==> config.mk <==
export PLATFORM = sky130hd
export DESIGN_NAME = display_driver
export DESIGN_NICKNAME = d
export VERILOG_FILES = /design/src/rtl/display_driver.sv
export SDC_FILE = /design/constraint.sdc
export NUM_CORES = 1
export LEC_CHECK = 0
export CAP_MARGIN = 10
export CELL_PAD_IN_SITES_DETAIL_PLACEMENT = 1
export CELL_PAD_IN_SITES_GLOBAL_PLACEMENT = 1
export CORE_ASPECT_RATIO = 1.75
export CORE_MARGIN = 2
export CORE_UTILIZATION = 43
export CTS_BUF_LIST = sky130_fd_sc_hd__clkbuf_4
export CTS_CLUSTER_SIZE = 14
export DETAILED_ROUTE_END_ITERATION = 6
export PLACE_DENSITY = 0.9
export SYNTH_ARGS = -nofsm -noshare
export SYNTH_HDL_FRONTEND = slang
export SYNTH_SLANG_ARGS = --single-unit
==> constraint.sdc <==
create_clock -name clock -period 2.65 [get_ports clock]
set_input_delay 0.53 -clock clock [delete_from_list [all_inputs] [get_ports clock]]
set_output_delay 0.53 -clock clock [all_outputs]
set_load 0.02 [all_outputs]
==> src/rtl/display_driver.sv <==
// Sequential binary-to-BCD display driver: shift-and-add-3 at one bit per clock, then seven-segment latch.
// Optional SIGNED_DISPLAY_EN: two's-complement input with a leading minus sign.
module display_driver #(
    parameter int DATA_WIDTH  = 32,
    parameter int BCD_DIGITS  = 10,
    parameter int DISP_DIGITS = 8
) (
    input  logic                       clock,
    input  logic                       resetn,
    input  logic [DATA_WIDTH-1:0]      value,
    input  logic                       start,
    output logic                       busy,
    output logic                       done,
    output logic                       overflow,
    output logic                       negative,
    output logic [7*DISP_DIGITS-1:0]   seg,
    output logic [1:0]                 dbg_state_o
);

    localparam int CNT_W = $clog2(DATA_WIDTH + 1);
    localparam int BCD_W = 4 * BCD_DIGITS;
    localparam logic [CNT_W-1:0] LAST_BIT = CNT_W'(DATA_WIDTH - 1);
    localparam logic [6:0] GLYPH_BLANK = 7'b1111111;
    localparam logic [6:0] GLYPH_DASH  = 7'b0111111;

    typedef enum logic [1:0] {
        S_IDLE    = 2'd0,
        S_CONVERT = 2'd1,
        S_DONE    = 2'd2
    } state_t;

    state_t                   state_q, state_d;
    logic [DATA_WIDTH-1:0]    shift_q, shift_d;
    logic [BCD_W-1:0]         bcd_q, bcd_d;
    logic [BCD_W-1:0]         bcd_adj;
    logic [CNT_W-1:0]         cnt_q, cnt_d;
    logic                     busy_q, busy_d;
    logic                     done_q, done_d;
    logic                     ovf_q, ovf_d;
    logic [7*DISP_DIGITS-1:0] seg_q, seg_d;
    logic [7*DISP_DIGITS-1:0] disp_seg;
    logic                     disp_ovf;
    logic                     is_neg;
    logic [DATA_WIDTH-1:0]    capture_val;

    function automatic logic [6:0] glyph(input logic [3:0] d);
        case (d)
            4'd0:    glyph = 7'b1000000;
            4'd1:    glyph = 7'b1111001;
            4'd2:    glyph = 7'b0100100;
            4'd3:    glyph = 7'b0110000;
            4'd4:    glyph = 7'b0011001;
            4'd5:    glyph = 7'b0010010;
            4'd6:    glyph = 7'b0000010;
            4'd7:    glyph = 7'b1111000;
            4'd8:    glyph = 7'b0000000;
            4'd9:    glyph = 7'b0010000;
            default: glyph = GLYPH_BLANK;
        endcase
    endfunction

`ifdef SIGNED_DISPLAY_EN
    logic sign_q, sign_d;
    logic neg_q, neg_d;
    assign is_neg      = sign_q;
    assign negative    = neg_q;
    assign capture_val = value[DATA_WIDTH-1] ? (~value + 1'b1) : value;
`else
    assign is_neg      = 1'b0;
    assign negative    = 1'b0;
    assign capture_val = value;
`endif

    assign busy        = busy_q;
    assign done        = done_q;
    assign overflow    = ovf_q;
    assign seg         = seg_q;
    assign dbg_state_o = state_q;

    always_comb begin
        bcd_adj = bcd_q;
        for (int i = 0; i < BCD_DIGITS; i++) begin
            if (bcd_q[4*i +: 4] >= 4'd5) begin
                bcd_adj[4*i +: 4] = bcd_q[4*i +: 4] + 4'd3;
            end
        end
    end

    // A negative value gives up its top display digit to the minus sign.
    always_comb begin
        int msd;
        int limit;
        msd      = 0;
        limit    = is_neg ? DISP_DIGITS - 1 : DISP_DIGITS;
        disp_ovf = 1'b0;
        disp_seg = {DISP_DIGITS{GLYPH_BLANK}};
        for (int i = 0; i < DISP_DIGITS; i++) begin
            if (bcd_q[4*i +: 4] != 4'd0) begin
                msd = i;
            end
        end
        for (int i = 0; i < BCD_DIGITS; i++) begin
            if (i >= limit && bcd_q[4*i +: 4] != 4'd0) begin
                disp_ovf = 1'b1;
            end
        end
        for (int i = 0; i < DISP_DIGITS; i++) begin
            if (disp_ovf) begin
                disp_seg[7*i +: 7] = GLYPH_DASH;
            end else if (i <= msd) begin
                disp_seg[7*i +: 7] = glyph(bcd_q[4*i +: 4]);
            end else if (is_neg && i == msd + 1) begin
                disp_seg[7*i +: 7] = GLYPH_DASH;
            end
        end
    end

    // Handshake: start is sampled only in IDLE; busy stays high from the capture
    // edge until the edge that raises the one-cycle done pulse, when seg is valid.
    always_comb begin
        state_d = state_q;
        shift_d = shift_q;
        bcd_d   = bcd_q;
        cnt_d   = cnt_q;
        busy_d  = busy_q;
        done_d  = 1'b0;
        ovf_d   = ovf_q;
        seg_d   = seg_q;
`ifdef SIGNED_DISPLAY_EN
        sign_d  = sign_q;
        neg_d   = neg_q;
`endif
        case (state_q)
            S_IDLE: begin
                if (start) begin
                    shift_d = capture_val;
                    bcd_d   = '0;
                    cnt_d   = '0;
                    busy_d  = 1'b1;
                    state_d = S_CONVERT;
`ifdef SIGNED_DISPLAY_EN
                    sign_d  = value[DATA_WIDTH-1];
`endif
                end
            end
            S_CONVERT: begin
                {bcd_d, shift_d} = {bcd_adj, shift_q} << 1;
                cnt_d = cnt_q + CNT_W'(1);
                if (cnt_q == LAST_BIT) begin
                    state_d = S_DONE;
                end
            end
            S_DONE: begin
                seg_d   = disp_seg;
                ovf_d   = disp_ovf;
                done_d  = 1'b1;
                busy_d  = 1'b0;
                state_d = S_IDLE;
`ifdef SIGNED_DISPLAY_EN
                neg_d   = sign_q;
`endif
            end
            default: begin
                state_d = S_IDLE;
            end
        endcase
    end

    always_ff @(posedge clock or negedge resetn) begin
        if (!resetn) begin
            state_q <= S_IDLE;
            shift_q <= '0;
            bcd_q   <= '0;
            cnt_q   <= '0;
            busy_q  <= 1'b0;
            done_q  <= 1'b0;
            ovf_q   <= 1'b0;
            seg_q   <= {DISP_DIGITS{GLYPH_BLANK}};
        end else begin
            state_q <= state_d;
            shift_q <= shift_d;
            bcd_q   <= bcd_d;
            cnt_q   <= cnt_d;
            busy_q  <= busy_d;
            done_q  <= done_d;
            ovf_q   <= ovf_d;
            seg_q   <= seg_d;
        end
    end

`ifdef SIGNED_DISPLAY_EN
    always_ff @(posedge clock or negedge resetn) begin
        if (!resetn) begin
            sign_q <= 1'b0;
            neg_q  <= 1'b0;
        end else begin
            sign_q <= sign_d;
            neg_q  <= neg_d;
        end
    end
`endif

endmodule

== Word level (Yosys, flattened, before mapping) ==
Memories as Yosys holds them, arrays and structs flattened.
Cells that the tools add are included.

* Add/sub/neg operators: 11
* Magnitude comparators: 18
* Eq/ne operators: 5
* Muxes and demuxes: 47
* Reduce and logical (&&, ||, !) cells: 15

{| class="wikitable"
|+ Operators with widths
! cell !! count
|-
| two-way mux 7 bit || 16
|-
| one-hot mux 40 bit (2 select lines) || 1
|-
| one-hot mux 32 bit (2 select lines) || 1
|-
| greater-or-equal comparator 4 x 3 -> 1 bit (second input constant) || 10
|-
| two-way mux 40 bit || 1
|-
| adder 4 x 2 -> 4 bit (second input constant) || 9
|-
| two-way mux 4 bit || 9
|-
| nonzero test 4 bit || 9
|-
| two-way mux 32 bit || 1
|-
| two-way mux 3 bit || 5
|-
| <= comparator 3 bit (first input constant) || 4
|-
| one-hot mux 6 bit (2 select lines) || 1
|-
| two-way mux 2 bit || 4
|-
| adder 6 x 1 -> 6 bit (second input constant) || 1
|-
| equality test 6 x 5 -> 1 bit (second input constant) || 1
|-
| <= comparator 1 x 3 -> 1 bit (first input constant) || 2
|-
| <= comparator 2 x 3 -> 1 bit (first input constant) || 2
|-
| two-way mux 6 bit || 1
|-
| AND reduction 2 bit || 3
|-
| two-way mux 1 bit || 5
|-
| != test 2 bit (second input constant) || 2
|-
| one-hot mux 2 bit (2 select lines) || 1
|-
| nonzero test 2 bit || 2
|-
| adder 3 x 2 -> 3 bit (second input constant) || 1
|-
| other kinds (4) || 4
|}

* Flip-flop bits (word level): 139
* ROM bits: 896
* Input port bits: 35
* Output and inout port bits: 62
* Word-level logic and storage cells: 112
* Memories: 8

{| class="wikitable"
|+ Memories
! memory !! words !! bits a word !! read ports !! clocked after Yosys merged registers in !! wr ports !! RTL line !! RTL
|-
| (name not given) || 16 || 7 || 1 || 0 || 0 || 47 || <nowiki>case (d)</nowiki>
|-
| (name not given) || 16 || 7 || 1 || 0 || 0 || 47 ||
|-
| (name not given) || 16 || 7 || 1 || 0 || 0 || 47 ||
|-
| (name not given) || 16 || 7 || 1 || 0 || 0 || 47 ||
|-
| (name not given) || 16 || 7 || 1 || 0 || 0 || 47 ||
|-
| (name not given) || 16 || 7 || 1 || 0 || 0 || 47 ||
|-
| 2 more memories || -- || -- || -- || -- || -- || -- ||
|}

== Longest topological paths before layout ==
Gate-level depths: netlist of run 1.

* Word-level depth: 11
* Depth in mapped cells: 7
* Mapped depth without buffers: 6

== Worst setup path before layout of run 1 ==
No wires, ideal clock.

* Path kind: reg-to-reg
* Start: reg bcd_q[24]
* End: reg seg_q[8] (netlist: seg[8])
* Library setup time: 83 ps
* Arrival time: 2,346 ps
* Required time: 2,567 ps
* Path slack: 221 ps
* Stages on the path, launching flop included: 8
* Buffers on the path: 1
* Period minus slack after synthesis: 2,429 ps
* Cells stage by stage: dfrtp_1 inv_1 ha_1 or3b_4 or4_4 or3_1 buf_2 a41oi_1

* Word-level cells in the longest chain between the ends: 6

{| class="wikitable"
|+ Ends and longest elaborated chain
! item !! RTL line !! RTL
|-
| start: declaration || 34 || <nowiki>logic [BCD_W-1:0] bcd_q, bcd_d;</nowiki>
|-
| start signal: assignment || 173 || <nowiki>bcd_q <= '0;</nowiki>
|-
| start signal: assignment || 182 || <nowiki>bcd_q <= bcd_d;</nowiki>
|-
| nonzero test 4 bit || -- ||
|-
| two-way mux 3 bit (2 in a row) || 98 || <nowiki>if (bcd_q[4*i +: 4] != 4'd0) begin</nowiki>
|-
| <= comparator 1 x 3 -> 1 bit || 110 || <nowiki>end else if (i <= msd) begin</nowiki>
|-
| two-way mux 7 bit || 110 ||
|-
| two-way mux 7 bit || 108 || <nowiki>if (disp_ovf) begin</nowiki>
|-
| end signal: assignment || 178 || <nowiki>seg_q <= {DISP_DIGITS{GLYPH_BLANK}};</nowiki>
|-
| end signal: assignment || 187 || <nowiki>seg_q <= seg_d;</nowiki>
|-
| end: declaration || 40 || <nowiki>logic [7*DISP_DIGITS-1:0] seg_q, seg_d;</nowiki>
|}

Every way passes these cells.
A chain may end at the register's enable or synchronous reset.

== Worst setup path in the final report of run 1 ==
* Start: reg bcd_q[25]
* End: reg seg_q[25] (netlist: seg[25])

* Word-level cells in the longest chain between the ends: 6

{| class="wikitable"
|+ Ends and longest elaborated chain
! item !! RTL line
|-
| nonzero test 4 bit || --
|-
| two-way mux 3 bit (2 in a row) || 98
|-
| <= comparator 2 x 3 -> 1 bit || 110
|-
| two-way mux 7 bit || 110
|-
| two-way mux 7 bit || 108
|}

Every way passes these cells.

==> flow_summary.yaml, run 1 <==
place:
  gp_congestion: 0.914
  dp.cells: 1150
  post-place-ws_ns: 0.0810
  place_hpwl_um: 15600
  port_buffers: 95
setup_path:
  cp_max_fo: 11
  cp.required_ns: 3.13
  crit_arrival_ns: 3.03
  critical_path_class: "register to register"
  r2r_cells: 7
  endpoint_kind: "register"
  cp-start-kind: "register"
power:
  worst_ir_drop_vdd_mv: 0.577
  p_leak_uw: 0.00392
  p_per_area_mw_per_mm2: 1170
  finalPower_uw: 10900
run_status:
  outcome: "finished clean"
floorplan:
  die_area_mm2: 0.0189
  fp.dieW_um: 105
  row_count: 64
  die_h_um: 180
  core_mm2: 0.0175
  initial_core_util_pct: 43.8
  num_io_pins: 97
sta:
  fmax_mhz: 392
  relSlewSlack_pct: 56.8
  rsz0062_at_grt: "no"
  setup_viol: 0
  worst_pin_slew_ns: 0.648
  hold_viol_final: 0
  fin_skew_ns: 0.0209
  final-max-slew-violation-count: 0
  period_share_pct: 96.3
  fin_crit_ns: 2.55
  setup_ws_ns: 0.0990
  setup_tns_ns: 0
route:
  drt_iter0_markers: 262
  vias: 6667
  drc: 0
  wirelength_um: 21700
  antenna_left: 0
  vias_per_cell: 5.63
  dr.pass1.iters: 4
  wl_per_cell_um: 18.4
layout:
  final_util_pct: 53.2
  drive_above_1_share_pct: 14.1
  num-fill-cells: 2102
  nets: 1021
  area_growth_pct: 21.5
  fin_cells: 1184
synth:
  yosysWarnings: 0
  ys.flop_type: "dfrtp_1"
  netlist_instances: 849
  syn-mean-instance-area_um2: 9.01
  synth-edff-count: 0
  seq_area_frac_synth_pct: 46.4
  synth_area_mm2: 0.00765
  synth_seq_cells: 139
  synth_area_leaders: "dfrtp_1, dfstp_2, ha_1, a21oi_1, nor2_1"
  synth_most_common_cell: "nor2_1"
  yosysUniqueCellTypes: 51
  yosys-top-cells-count: "nor2_1, nand2_1, dfrtp_1"
  syn_nets: 931
  async_reset_ff_share_pct: 100
  synth_top_area_share_pct: 27.2
  synth_top_cell_by_area: "dfrtp_1"
cts:
  post_cts_buffers: 0
  numCtsBuffers: 17
  path_clk_slew_ns: 0.12
  clock_latency_ns: 0.56
  htreeDepth: 4
  cts_tree: "done"
  cts.sinks: 139
  cts-root-buf: "clkbuf_4"
  cts_buffer_depth: 2
job:
  drv_cap: 0
worst_hold_path:
  hp-class: "register to register"
  holdPathStages: 2
grt:
  grt_max_degree: 58
  first_global_vias: 7178
  grt_pass1_wl_um: 35800
  grt_overflow: 0
  track_usage_pct: 23.5
  antenna_found_initial: 1
## area by class of cell
class                   count  area (um^2)  share of cell area, %
multi-input cells         610         3760                   40.5
flip-flops and latches    139         3550                   38.2
repair buffers            125         1220                   13.1
well taps                 231          289                   3.11
clock inverters            15          175                   1.88
inverters                  46          173                   1.86
clock buffers              17          128                   1.37
diodes                      1         2.50                 0.0269
## cell usage in the layout, fill, tap and decap left out, types with 17 or more instances in the layout
master	netlist	layout
a31oi_1	41	41
ha_1	47	45
o21ai_0	56	56
dfstp_2	56	56
dfrtp_1	83	83
buf_4	1	26
o22a_1	18	18
nand2_1	93	93
o22ai_1	20	20
nor2_1	96	94
clkdlybuf4s50_1	0	94
a21oi_1	78	78
inv_1	46	44
clkbuf_4	0	17
nand2b_1	30	29
## worst paths after layout
kind                            from  slack [ns]         to
max in group asynchronous     resetn        1.37     seg[3]
max                        bcd_q[25]         0.1    seg[25]
min                          seg[54]        0.49    seg[54]
min reg2reg                  seg[54]        0.49    seg[54]
max reg2reg                bcd_q[25]         0.1    seg[25]
min in group asynchronous     resetn        0.50  bcd_q[23]
## power breakdown
group,switching (uW),internal (uW)
registers,804,2970
clock network,859,650
logic,3160,2430
total,4830,6040
## cells by family (layout without fill, tap and decap cells)
group                      count (synthesis)  in the layout  synth area share, %
buffers and inverters                    100            203                 4.99
DFF                                      139            139                 46.4
xor gates and xnor gates                  13             13                 1.49
muxes                                     11             11                 1.47
and+or+nand+nor                          274            274                 16.6
adders and majority gates                 47             47                 7.69
other                                      1              2               0.0490
AOI/OAI and AO/OA                        264            264                 21.3
## critical path, cell delays in order (launching register included)
cell     delay [ns]
dfrtp_1        0.41
inv_1          0.12
ha_2           0.24
or3b_4         0.42
or4_4          0.55
buf_4          0.20
or2_2          0.34
a31oi_1        0.19
## routing by layer
| layer | vias to the layer above | share of wire [%] | global-route usage, % |
|---|---|---|---|
| met4 | 0 | 3.0 | 8.91 |
| met5 | - | 0 | 0 |
| li1 | 3144 | - | - |
| met3 | 52 | 2.6 | 3.69 |
| met1 | 3325 | 39 | 25.3 |
| met2 | 146 | 56 | 45.0 |
## sequential cells by signal, indices dropped and copies added, names as in the netlist
signal / flops
overflow: 1
done: 1
cnt_q: 6
shift_q: 32
busy: 1
seg: 56
dbg_state_o: 2
bcd_q: 40
## timing repair
action	in CTS	in global routing
resized for setup	0	5
hold buffers	1	0
endpoints found under the setup margin	0	10
endpoints found under the hold margin	25	0
## stage by stage
step	cell area, um^2	hold slack (ns)
detailed placement	8960	0.469
CTS	9280	0.490
global route	9300	0.493
finish	9300	0.488
global placement	8960	0.456
floorplan	7650	0.234
No activity file was read; power rests on OpenSTA's default activity.
==> run 2, diff against run 1 <==
Settings changed: CORE_MARGIN 2 to default, PLACE_DENSITY 0.9 to 0.85.
==> flow_summary.yaml, run 2 (synthesis results as in run 1) <==
run_status:
  outcome: "finished clean"
power:
  worst_ir_drop_vdd_mv: 0.410
  p_per_area_mw_per_mm2: 1160
  switchingPower_uw: 4850
  internal_power_uw: 5990
  power.clock.fraction_pct: 13.6
  p_leak_uw: 0.00395
  pwr-share-seq_pct: 34.6
  switching_share_pct: 44.7
  finalPower_uw: 10800
  power_frac_comb_pct: 51.8
cts:
  clock_latency_ns: 0.58
  cts.sinks: 139
  numCtsBuffers: 17
  cts-root-buf: "clkbuf_4"
  cts_buffer_depth: 2
  htreeDepth: 4
  path_clk_slew_ns: 0.14
  cts_tree: "done"
place:
  placed_area_mm2: 0.00900
  port_buffers: 95
  place_hpwl_um: 15000
  gp_congestion: 0.885
floorplan:
  die_h_um: 178
  row_count: 64
  fp.dieW_um: 103
  initial_core_util_pct: 43.8
  die_area_mm2: 0.0183
  core_mm2: 0.0175
  num_io_pins: 97
grt:
  track_usage_pct: 25.0
  grt_pass1_wl_um: 35000
  antenna_found_initial: 1
  first_global_vias: 7209
  grt_overflow: 0
  grt_max_degree: 58
job:
  drv_cap: 0
route:
  wirelength_um: 21200
  drc: 0
  drt_iter0_markers: 171
  wl_per_cell_um: 17.9
  vias_per_cell: 5.58
  dr.pass1.iters: 4
  vias: 6622
  antenna_left: 0
sta:
  final-max-slew-violation-count: 0
  hold_viol_final: 0
  worst_pin_slew_ns: 0.690
  fmax_mhz: 395
  fin_crit_ns: 2.53
  setup_viol: 0
  whs_ns: 0.413
  relSlewSlack_pct: 54.0
  period_share_pct: 95.6
  fin_skew_ns: 0.0292
setup_path:
  critPathMaxStageDelay_ns: 0.49
  crit_slowest_cell: "or4_4"
  cp-start-kind: "register"
  cp_num_buf_inv: 2
  critical_path_class: "register to register"
  crit_arrival_ns: 3.04
  cp_cell_sequence: "inv_1 -> ha_2 -> or3b_1 -> or4_4 -> buf_4 -> or2_2 -> a31oi_2"
  cp.required_ns: 3.16
  crit_family: "simple AND/OR/NAND/NOR gates"
  endpoint_kind: "register"
  cp_max_fo: 11
layout:
  postLayoutCellArea_mm2: 0.00932
  nets: 1023
  final_cell_mix: "nor2_1, clkdlybuf4s50_1, nand2_1, dfrtp_1, a21oi_1"
  area_growth_pct: 21.8
  drive_above_1_share_pct: 14.5
  num-fill-cells: 2083
  largest_reg_flops: 56
worst_hold_path:
  hp-class: "input pin to async pin"
[run 2: power groups by stage]
stage	clock network [uW]	registers (uW)	logic (uW)
CTS	1530	3740	5600
global placement	0	3730	5290
global route	1590	3880	6300
detailed placement	0	3790	5540
finish	1480	3750	5620
floorplan	0	3670	3820
[run 2: cell type report]
class                      instances  area [um^2]  share of cell area [%]
tap                              231          289                    3.10
inverter                          46          173                    1.85
sequential                       139         3550                    38.1
timing repair buffer             127         1260                    13.5
clock inverter                    15          164                    1.76
antenna                            1         2.50                  0.0269
multi-input combinational        610         3760                    40.3
clock buffer                      17          128                    1.37
[run 2: metrics by stage]
step / worst slack (ns) / TNS, ns / util, % / std cells
after detailed placement: 0.123 / 0 / 51.6 / 1152
after global placement: 0.205 / 0 / 51.6 / 1152
after floorplan: 0.221 / 0 / - / 849
after CTS: 0.0798 / 0 / 53.3 / 1185
after global routing: -0.00840 / -0.0111 / 53.4 / 1186
final: 0.116 / 0 / 53.4 / 1186
[run 2: what timing repair did]
item                                    CTS  global route
setup buffers                             0             0
hold buffers                              1             0
endpoints found under the setup margin    0             3
gates resized for setup                   0             7
hold endpoints to repair                 26             0
[run 2: path summary, 6_finish.rpt]
| kind | start | end | slack, ns | cells past startpoint |
|---|---|---|---|---|
| max | bcd_q[20] | seg[25] | 0.12 | 7 |
| min | resetn | bcd_q[32] | 0.41 | 2 |
| max reg2reg | bcd_q[20] | seg[25] | 0.12 | 7 |
| min reg2reg | cnt_q[5] | dbg_state_o[1] | 0.50 | 1 |
| max in group asynchronous | resetn | seg[2] | 1.50 | 3 |
| min in group clock | value[21] | shift_q[21] | 0.49 | 3 |
[run 2: metal layers]
layer  vias up  global-route usage [%]  share of wire (%)
met2       143                    45.9                 54
met1      3272                    26.5                 39
met5         -                       0                  0
li1       3149                       -                  -
met3        58                    3.88                2.9
met4         0                    13.7                4.5
